**src/rtl/self_destruct_seq_pkg.sv**
```systemverilog
// Shared definitions for the self-destruct sequencer: state codes, the list
// of legal thermometer countdown codes, and small helpers.
package self_destruct_seq_pkg;

  // Encodings are visible on the state port and decoded by the LED/siren logic.
  typedef enum logic [2:0] {
    ST_IDLE      = 3'd0,
    ST_ARMING    = 3'd1,
    ST_COUNTDOWN = 3'd2,
    ST_FINAL     = 3'd3,
    ST_DETONATED = 3'd4,
    ST_ABORT     = 3'd5,
    ST_FAULT     = 3'd6
  } sd_state_t;

  // Number of distinct countdown levels (popcount 0..8).
  localparam int unsigned THERMO_LEVELS = 9;

  // Stage loaded on arming: the countdown counter starts full.
  localparam logic [3:0] STAGE_FULL = 4'd8;

  // Entry k holds the only legal code whose popcount is k (8'hFF >> (8-k)).
  localparam logic [THERMO_LEVELS-1:0][7:0] VALID_THERMO = {
    8'hFF, 8'h7F, 8'h3F, 8'h1F, 8'h0F, 8'h07, 8'h03, 8'h01, 8'h00
  };

  // A countdown step is legal if the level holds or drops by exactly one.
  function automatic logic legal_step(input logic [3:0] prev, input logic [3:0] next);
    return (next <= prev) && ((prev - next) <= 4'd1);
  endfunction

  // Counter width for a tick count, never narrower than one bit.
  function automatic int unsigned cnt_width(input int unsigned ticks);
    return (ticks > 1) ? $clog2(ticks) : 1;
  endfunction

endpackage

```
**src/rtl/self_destruct_seq_if.sv**
```systemverilog
// Status/control bundle between the sequencer and its surroundings
// (voter, debouncers, countdown counter, LED and siren logic).
interface self_destruct_seq_if;

  logic       in_combat;
  logic       critical;
  logic [7:0] countdown;
  logic       confirm;

  logic [2:0] state;
  logic       armed;
  logic [3:0] stage;
  logic       siren_en;
  logic       detonate;
  logic       fault;

  // Environment side: drives the sensed inputs, observes the status.
  modport master (
    output in_combat, critical, countdown, confirm,
    input  state, armed, stage, siren_en, detonate, fault
  );

  // Sequencer side.
  modport slave (
    input  in_combat, critical, countdown, confirm,
    output state, armed, stage, siren_en, detonate, fault
  );

endinterface

```
**src/rtl/self_destruct_seq_thermo_check.sv**
```systemverilog
// Combinational check of the countdown thermometer code: flags whether the
// code is one of the legal 2^k-1 patterns and reports its popcount.
module thermo_check
  import self_destruct_seq_pkg::*;
(
  input  logic [7:0] countdown,
  output logic       valid,
  output logic [3:0] popcount
);

  // Match against the legal code list and count set bits.
  always_comb begin
    valid    = 1'b0;
    popcount = '0;
    for (int unsigned k = 0; k < THERMO_LEVELS; k++) begin
      if (countdown == VALID_THERMO[k]) begin
        valid = 1'b1;
      end
    end
    for (int unsigned b = 0; b < 8; b++) begin
      popcount = popcount + 4'(countdown[b]);
    end
  end

endmodule

```
**src/rtl/self_destruct_seq.sv**
```systemverilog
// Self-destruct sequencer: arms after a sustained critical condition, tracks
// the thermometer countdown, fires on operator confirm at zero, aborts safely
// when combat ends and latches a fault on any corrupt countdown code.
module self_destruct_seq
  import self_destruct_seq_pkg::*;
#(
  parameter int unsigned ARM_TICKS     = 50,
  parameter int unsigned CONFIRM_TICKS = 300,
  parameter int unsigned ABORT_TICKS   = 100
) (
  input  logic               clk,
  input  logic               reset,
  self_destruct_seq_if.slave bus
);

  localparam int unsigned ARM_W   = cnt_width(ARM_TICKS);
  localparam int unsigned WIN_W   = cnt_width(CONFIRM_TICKS);
  localparam int unsigned ABORT_W = cnt_width(ABORT_TICKS);

  localparam logic [ARM_W-1:0]   ARM_LAST   = ARM_W'(ARM_TICKS - 1);
  localparam logic [WIN_W-1:0]   WIN_LAST   = WIN_W'(CONFIRM_TICKS - 1);
  localparam logic [ABORT_W-1:0] ABORT_LAST = ABORT_W'(ABORT_TICKS - 1);

  sd_state_t          state_q, state_n;
  logic [ARM_W-1:0]   arm_cnt_q, arm_cnt_n;
  logic [WIN_W-1:0]   win_cnt_q, win_cnt_n;
  logic [ABORT_W-1:0] abort_cnt_q, abort_cnt_n;
  logic [3:0]         stage_q, stage_n;

  logic               code_valid;
  logic [3:0]         code_pop;

  thermo_check u_thermo_check (
    .countdown (bus.countdown),
    .valid     (code_valid),
    .popcount  (code_pop)
  );

  // Next-state, counter and stage logic.
  always_comb begin
    state_n     = state_q;
    arm_cnt_n   = arm_cnt_q;
    win_cnt_n   = win_cnt_q;
    abort_cnt_n = abort_cnt_q;
    stage_n     = stage_q;

    case (state_q)
      ST_IDLE: begin
        if (bus.in_combat && bus.critical) begin
          state_n   = ST_ARMING;
          arm_cnt_n = '0;
        end
      end

      ST_ARMING: begin
        if (!bus.in_combat || !bus.critical) begin
          state_n = ST_IDLE;
        end else if (arm_cnt_q == ARM_LAST) begin
          // Stage starts full so the first FF code is a legal hold.
          state_n = ST_COUNTDOWN;
          stage_n = STAGE_FULL;
        end else begin
          arm_cnt_n = arm_cnt_q + ARM_W'(1);
        end
      end

      ST_COUNTDOWN: begin
        if (!bus.in_combat) begin
          state_n     = ST_ABORT;
          abort_cnt_n = '0;
        end else if (!code_valid || !legal_step(stage_q, code_pop)) begin
          state_n = ST_FAULT;
        end else begin
          stage_n = code_pop;
          if (code_pop == '0) begin
            state_n   = ST_FINAL;
            win_cnt_n = '0;
          end
        end
      end

      ST_FINAL: begin
        // Abort beats confirm; a corrupt code blocks firing.
        if (!bus.in_combat) begin
          state_n     = ST_ABORT;
          abort_cnt_n = '0;
        end else if (bus.countdown != '0) begin
          state_n = ST_FAULT;
        end else if (bus.confirm) begin
          state_n = ST_DETONATED;
        end else if (win_cnt_q == WIN_LAST) begin
          state_n     = ST_ABORT;
          abort_cnt_n = '0;
        end else begin
          win_cnt_n = win_cnt_q + WIN_W'(1);
        end
      end

      ST_ABORT: begin
        if (abort_cnt_q == ABORT_LAST) begin
          state_n = ST_IDLE;
          stage_n = '0;
        end else begin
          abort_cnt_n = abort_cnt_q + ABORT_W'(1);
        end
      end

      ST_DETONATED, ST_FAULT: begin
        state_n = state_q;
      end

      default: begin
        state_n = ST_FAULT;
      end
    endcase
  end

  // State, counters and registered status outputs.
  always_ff @(posedge clk) begin
    if (reset) begin
      state_q      <= ST_IDLE;
      arm_cnt_q    <= '0;
      win_cnt_q    <= '0;
      abort_cnt_q  <= '0;
      stage_q      <= '0;
      bus.armed    <= 1'b0;
      bus.siren_en <= 1'b0;
      bus.detonate <= 1'b0;
      bus.fault    <= 1'b0;
    end else begin
      state_q      <= state_n;
      arm_cnt_q    <= arm_cnt_n;
      win_cnt_q    <= win_cnt_n;
      abort_cnt_q  <= abort_cnt_n;
      stage_q      <= stage_n;
      bus.armed    <= (state_n == ST_COUNTDOWN) || (state_n == ST_FINAL);
      bus.siren_en <= (state_n == ST_COUNTDOWN) || (state_n == ST_FINAL) ||
                      (state_n == ST_ABORT);
      // Sticky: only reset clears these.
      bus.detonate <= bus.detonate | (state_n == ST_DETONATED);
      bus.fault    <= bus.fault | (state_n == ST_FAULT);
    end
  end

  assign bus.state = state_q;
  assign bus.stage = stage_q;

endmodule

```
**src/flat_wrapper.sv**
```systemverilog
// flat-port wrapper written by rule: the top's interface ports become plain ports
module self_destruct_seq_flat import self_destruct_seq_pkg::*;
#(
  parameter int unsigned ARM_TICKS     = 50,
  parameter int unsigned CONFIRM_TICKS = 300,
  parameter int unsigned ABORT_TICKS   = 100
)
  (clk, reset, bus_in_combat, bus_critical, bus_countdown, bus_confirm, bus_state, bus_armed, bus_stage, bus_siren_en, bus_detonate, bus_fault);
  self_destruct_seq_if bus_i ();
  input  logic clk;
  input  logic reset;
  input wire logic [$bits(bus_i.in_combat)-1:0] bus_in_combat;
  input wire logic [$bits(bus_i.critical)-1:0] bus_critical;
  input wire logic [$bits(bus_i.countdown)-1:0] bus_countdown;
  input wire logic [$bits(bus_i.confirm)-1:0] bus_confirm;
  output wire logic [$bits(bus_i.state)-1:0] bus_state;
  output wire logic [$bits(bus_i.armed)-1:0] bus_armed;
  output wire logic [$bits(bus_i.stage)-1:0] bus_stage;
  output wire logic [$bits(bus_i.siren_en)-1:0] bus_siren_en;
  output wire logic [$bits(bus_i.detonate)-1:0] bus_detonate;
  output wire logic [$bits(bus_i.fault)-1:0] bus_fault;
  assign bus_i.in_combat = bus_in_combat;
  assign bus_i.critical = bus_critical;
  assign bus_i.countdown = bus_countdown;
  assign bus_i.confirm = bus_confirm;
  assign bus_state = bus_i.state;
  assign bus_armed = bus_i.armed;
  assign bus_stage = bus_i.stage;
  assign bus_siren_en = bus_i.siren_en;
  assign bus_detonate = bus_i.detonate;
  assign bus_fault = bus_i.fault;
  self_destruct_seq #(.ARM_TICKS(ARM_TICKS), .CONFIRM_TICKS(CONFIRM_TICKS), .ABORT_TICKS(ABORT_TICKS)) u_core (.clk(clk), .reset(reset), .bus(bus_i));
endmodule
```
**config.mk**
```make
export PLATFORM = sky130hd
export DESIGN_NAME = self_destruct_seq_flat
export DESIGN_NICKNAME = d
export VERILOG_FILES = /design/src/rtl/self_destruct_seq_pkg.sv /design/src/rtl/self_destruct_seq_if.sv /design/src/rtl/self_destruct_seq_thermo_check.sv /design/src/rtl/self_destruct_seq.sv /design/src/flat_wrapper.sv
export SDC_FILE = /design/constraint.sdc
export NUM_CORES = 1
export LEC_CHECK = 0
export CAP_MARGIN = 20
export CORE_ASPECT_RATIO = 1.2
export CORE_UTILIZATION = 25
export DETAILED_ROUTE_END_ITERATION = 12
export GPL_TIMING_DRIVEN = 0
export SYNTH_ARGS = -nofsm -noshare
export SYNTH_HDL_FRONTEND = slang
export SYNTH_SLANG_ARGS = --single-unit
```
**constraint.sdc**
```tcl
create_clock -name clk -period 6.4 [get_ports clk]
set_input_delay 1.28 -clock clk [delete_from_list [all_inputs] [get_ports clk]]
set_output_delay 1.28 -clock clk [all_outputs]
set_load 0.05 [all_outputs]
```
After elaboration in Yosys (flattened, before gate mapping)
Index checks and enable logic that the tools add are counted.
- latch bits: 0
- memories: 0
- bits in read-only memories: 0
- output and inout port bits: 11
- flip-flop bits (word level): 33
- memory bits (writable): 0
- input bits: 13
- magnitude comparators: 2
- shifts and indexed selects: 0
- reduce and logical (&&, ||, !) cells: 23
- equal/unequal tests: 39
- muxes and demuxes: 46
- bitwise logic cells: 2
- $mul: 0
- add/sub/neg operators: 11
- divide/modulo/power cells: 0
- operator list (kind ; count):
    9-bit two-way mux ; 7
    7-bit two-way mux ; 6
    3-bit two-way mux ; 11
    7-bit case mux with 3 select lines ; 1
    4-bit two-way mux ; 5
    2-bit inequality test, second input constant ; 10
    3-bit equality test, second input constant ; 6
    6-bit two-way mux ; 3
    3-bit case mux with 6 select lines ; 1
    9-bit case mux with 2 select lines ; 1
    4-bit by 1-bit adder with 4-bit output ; 4
    3-bit by 2-bit equality test with 1-bit output, second input constant ; 4
    4-bit case mux with 3 select lines ; 1
    6-bit case mux with 2 select lines ; 1
    6-bit AND reduction ; 2
    9-bit by 1-bit adder with 9-bit output, second input constant ; 1
    9-bit equality test, second input constant ; 1
    1-bit two-way mux ; 9
    8-bit by 1-bit equality test with 1-bit output, second input constant ; 1
    8-bit by 2-bit equality test with 1-bit output, second input constant ; 1
    8-bit by 3-bit equality test with 1-bit output, second input constant ; 1
    8-bit by 4-bit equality test with 1-bit output, second input constant ; 1
    8-bit by 5-bit equality test with 1-bit output, second input constant ; 1
    8-bit by 6-bit equality test with 1-bit output, second input constant ; 1
    other kinds (29) ; 43

Depth between registers and ports, before layout
- depth after elaboration: 18
- depth in mapped cells: 16

Modules after synthesis
A second synthesis with hierarchy kept.
- cells, all modules: 266
- area, all modules: 2149.6 um^2
- by module, submodules not included (module ; seq. area each (um^2) ; cells an instance ; instances ; area an instance (um^2)):
    self_destruct_seq ; 660.6 ; 230 ; 1 ; 1868.0
    thermo_check ; 0.0 ; 36 ; 1 ; 281.5

Worst setup path after synthesis
No wires, ideal clock.
- kind: input-to-reg
- from: input port bus_countdown[0]
- to: register u_core.win_cnt_q[4]
- arrival time: 5688 ps
- slack: 642 ps
- required time: 6330 ps
- cell stages on the path: 15
- buffers on the path: 1
- library setup time: 70 ps
- path through: inv_1 > fa_1 > fa_1 > fa_1 > inv_1 > ha_1 > fa_1 > inv_1 > fa_1 > a2111o_1 > o32ai_4 > o22ai_2 > buf_6 > or4_1 > a21oi_1
- longest elaborated chain between the ends: 14
- elaborated cells on any way between the ends: 38
- classes of those cells: add/sub: 8; order compare: 2; eq/ne: 11; mux: 9; reduce/logical: 8
- ends and longest elaborated chain (element ; RTL line ; source):
    start, declared ; flat_wrapper.sv:14 ; input wire logic [$bits(bus_i.countdown)-1:0] bus_countdown;
    1-bit by 1-bit adder with 2-bit output / 8-bit logical NOT (equally long branches) ; self_destruct_seq_thermo_check.sv:21, self_destruct_seq_thermo_check.sv:16 ;
    2-bit by 1-bit adder with 3-bit output / 1-bit two-way mux (equally long branches) ; self_destruct_seq_thermo_check.sv:21, self_destruct_seq_thermo_check.sv:16 ;
    3-bit by 1-bit adder with 4-bit output / 1-bit two-way mux (equally long branches) ; self_destruct_seq_thermo_check.sv:21, self_destruct_seq_thermo_check.sv:16 ;
    4-bit by 1-bit adder with 4-bit output / 1-bit two-way mux (equally long branches) (4 in a row) ; self_destruct_seq_thermo_check.sv:21, self_destruct_seq_thermo_check.sv:16 ;
    4-bit subtractor / 1-bit two-way mux (equally long branches) ; self_destruct_seq_pkg.sv:29, self_destruct_seq_thermo_check.sv:16 ;
    4-bit by 1-bit less-or-equal comparator with 1-bit output / 1-bit two-way mux (equally long branches) ; self_destruct_seq_pkg.sv:29, self_destruct_seq_thermo_check.sv:16 ;
    1-bit logical AND / 1-bit two-way mux (equally long branches) ; self_destruct_seq_pkg.sv:29, self_destruct_seq_thermo_check.sv:16 ;
    1-bit logical NOT ; self_destruct_seq.sv:71 ; end else if (!code_valid || !legal_step(stage_q, code_pop)) begin
    1-bit logical OR ; self_destruct_seq.sv:71 ;
    2-bit inequality test (no source line) ; -- ;
    8-bit AND reduction (no source line) (*) ; -- ;
    end signal, assigned ; self_destruct_seq.sv:133 ; win_cnt_q <= win_cnt_n;
    end, declared ; self_destruct_seq.sv:26 ; logic [WIN_W-1:0] win_cnt_q, win_cnt_n;
Mark *: on every way between the ends. The rest lies on a longest branch, timed or not.
A chain may end at the register's enable or synchronous reset.

Final worst setup path
- from: input port bus_countdown[0]
- to: register u_core.win_cnt_q[6]
The elaborated chain is that of the path after synthesis.

==> results.yml <==
synthesis:
  yosysWarnings: 0
  synth_fp_nets: 291
  async_reset_ff_share_pct: 0
  yosys_register_bits: 33
  ys_seq_area_share_pct: 29.9
  synth.distinct_cells: 52
  netlist_instances: 260
  syn_area_um2: 2210
  synth_area_per_inst_um2: 8.50
  synth_top_flop_cell: "dfxtp_1"
  post_synth_edffs: 0
power_and_ir_drop:
  powerDensity_nw_per_um2: 186
  p_comb_share_pct: 24.4
  p_switching_mw: 0.147
  clock_power_share_pct: 34.5
  cellLeakagePower_nw: 0.980
  internal_power_mw: 0.354
  power.ir.vdd_worst_v: 0.0000677
  seqPwrFrac_pct: 41.2
  sw_share_pct: 29.4
clocking:
  clkLatencyLatePin_ns: 0.29
  worst_setup_hold_path_clk_slew_ns: 0.07
  holdBufCountCts: 0
  htree_levels: 2
  clock_root_buffer: "clkbuf_8"
  tritoncts: "done"
  numCtsBuffers: 5
  cts_max_path_buffers: 2
  tritoncts_num_sinks: 33
floorplan:
  dieWidth_um: 87.8
  design.die.area_um2: 9230
  initial_core_util_pct: 25.8
  design.portCount: 24
  floorplan.die.height_um: 105
  core-area_um2: 8560
  row_count: 37
setup_path:
  cp-startpoint: "bus_countdown[0]"
  setup.worst_path.class: "in2reg"
  critPathCapture: "u_core.win_cnt_q[6]"
  crit_required_ns: 6.63
  endpoint_kind: "flop"
  worst_stage_delay_on_the_critical_path_ns: 0.56
  crit_slowest_cell: "fa_1"
  worst-endpoint-arrival_ns: 6.41
  rr_endpoint: "u_core.win_cnt_q[6]"
  reg2reg_depth: 10
  worst-path-max-fanout: 10
  crit_path_cell_trace: "clkdlybuf4s50_1 -> inv_1 -> fa_1 -> fa_1 -> fa_1 -> inv_1 -> ha_1 -> fa_1 -> inv_1 -> fa_2 -> a2111o_1 -> o32ai_4 -> o22ai_2 -> buf_6 -> or4_1 -> a21oi_1"
  startpoint_type: "input pin"
  rrSetupSlack_ns: 3.54
  cpMostUsedCell: "fa_1"
  crit-reg2reg-launch: "u_core.bus.stage[0]"
flow_run:
  maxCapViolations: 0
finish:
  mostFrequentLayoutCell: "dfxtp_1"
  area_growth_syn_to_layout_pct: 21.9
  nNetsFinal: 320
  mostFrequentLayoutCells: "dfxtp_1, nor2_1, clkdlybuf4s50_1, nand2_1, inv_1"
  fraction_of_final_layout_cells_sized_beyond_drive_strength_1_pct: 7.24
  fillers: 895
  n_antenna_cell: 0
  postLayoutCellArea_um2: 2700
drt:
  detail-route-antenna-nets: 0
  wl_mm: 5.02
  drt-wirelength-per-cell_um: 12.3
  drt_drc_violations_left: 0
  detailedRoute.firstPassIterationCount: 4
  detail_route.iter0.violations: 111
  routed_via_density: 4.86
  total_number_of_vias: 1980
timing:
  rsz0062_at_grt: "no"
  hold_violations: 0
  max_clock_freq_mhz: 162
  finish_stage_setup_viols: 0
  timing.clock.skew_ns: 0.00637
  min_period_over_period_pct: 96.6
  timing_worst_slew_pin_value_ns: 0.681
  slew-limit-headroom_pct: 54.1
  fin_setup_tns_ns: 0
  slew_violations: 0
  post-route-min-period_ns: 6.18
placement:
  port_buffers: 22
  dp_hpwl_mm: 3.86
  placed_area_um2: 2580
  finalWeightedCongestion: 0.848
grt:
  grt_first_pass_wirelength_mm: 8.32
  grt_util_all_layers_pct: 11.5
  largest_net_degree_at_the_start_of_global_routing: 11
  via_count_of_the_first_global_routing_pass: 1898
  antenna_found_initial: 0
  global_route.overflow_total: 0
hold_path:
  hold_removal_path_class: "reg2reg"
status:
  status: "finished, final reports clean"
logic make-up (layout without fill, tap and decap cells):
group                    count (synthesis)  after routing  share of synthesized area, %
adder cells (fa/ha/maj)                 18             18                          11.9
AND/OR/NAND/NOR                        106            106                          26.3
AO/OA/AOI/OAI                           58             58                          19.5
XOR/XNOR                                13             13                          5.15
flip-flops                              33             33                          29.9
multiplexers                             5              5                          2.26
buffers and inverters                   27             57                          5.04
sequential cells by signal, summed over array words and instances, names as in the netlist:
signal               flops
u_core.bus.state         3
u_core.bus.stage         4
u_core.bus.detonate      1
u_core.arm_cnt_q         6
u_core.abort_cnt_q       7
u_core.bus.fault         1
u_core.win_cnt_q         9
u_core.bus.armed         1
u_core.bus.siren_en      1
power groups by stage:
stage	Combinational, mW	Sequential [mW]	Clock [mW]
floorplan	0.0883	0.212	0
global placement	0.118	0.211	0
detailed placement	0.121	0.211	0
CTS	0.122	0.206	0.179
global route	0.136	0.206	0.188
finish	0.122	0.206	0.173
critical path: cells and delay by family:
kind | cells | cell delay (ns)
adders and majority gates | 6 | 2.73
AOI/OAI and AO/OA | 4 | 0.99
buffers and inverters | 5 | 0.90
and+or+nand+nor | 1 | 0.50
area by class of cell:
type	instances	area, µm²	share of cell area, %
timing repair buffer	22	220	8.17
clock buffer	7	96.3	3.57
sequential	33	661	24.5
buffer	7	36.3	1.35
clock inverter	1	5.00	0.186
inverter	20	75.1	2.79
multi-input combinational	200	1460	54.0
tap	117	146	5.43
stage by stage:
stage	instances	hold WS, ns	util, %	worst slack (ns)	power [mW]
detailed placement	399	0.454	30.1	-0.356	0.332
global placement	399	0.453	30.1	-0.318	0.329
finish	407	0.465	31.5	0.218	0.501
CTS	407	0.470	31.3	0.108	0.508
floorplan	260	0.447	-	0.642	0.300
global route	407	0.504	31.5	0.0272	0.531
metal layers:
layer | vias up | track usage, % | part of all wire, %
met1 | 935 | 13.9 | 47
li1 | 994 | - | -
met3 | 8 | 2.84 | 4.7
met2 | 43 | 19.1 | 47
met4 | 0 | 4.80 | 1.6
met5 | - | 0 | 0
Yosys cell counts, types with 2 or more instances:
cell	number	area [µm²]
o211ai_1	4	30.0
nor4_1	2	12.5
o21ai_0	7	35.0
clkbuf_1	4	15.0
o2111ai_1	2	17.5
xnor2_1	8	70.1
nor2_1	24	90.1
xor2_1	5	43.8
mux2i_1	5	50.1
nand4_1	5	31.3
nor4b_1	3	26.3
nand2b_1	5	31.3
or4_1	5	37.5
a21o_1	4	30.0
o2bb2ai_1	3	26.3
or3_1	2	12.5
a311oi_1	2	17.5
nand3_1	12	60.1
nor4bb_1	3	30.0
ha_1	13	163
a31oi_1	2	12.5
o22ai_1	2	12.5
fa_1	5	100
a21oi_1	16	80.1
dfxtp_1	33	661
nor2b_1	6	37.5
inv_1	18	67.6
or2_2	2	12.5
nor3_1	4	20.0
and2_1	4	25.0
and3_1	4	25.0
a2111o_1	2	22.5
o31ai_1	6	45.0
nand2_1	19	71.3
buf_2	2	10.0
how the worst min path moves through the flow:
stage	cells past startpoint	endpoint	slack (ns)	from
floorplan	2	u_core.win_cnt_q[8]	0.45	u_core.win_cnt_q[8]
global placement	1	u_core.bus.fault	0.45	u_core.bus.fault
detailed placement	1	u_core.bus.detonate	0.45	u_core.bus.detonate
CTS	1	u_core.bus.detonate	0.47	u_core.bus.detonate
global route	1	u_core.bus.detonate	0.50	u_core.bus.detonate
finish	1	u_core.bus.detonate	0.47	u_core.bus.detonate
repair_timing:
action | 4_1_cts | 5_1_grt
gates resized for setup | 1 | 2
hold endpoints to repair | 0 | 0
setup endpoints to repair | 5 | 5
buffers inserted | 0 | 0
pin swaps | 0 | 1
Power figures use the tool's default switching activity.
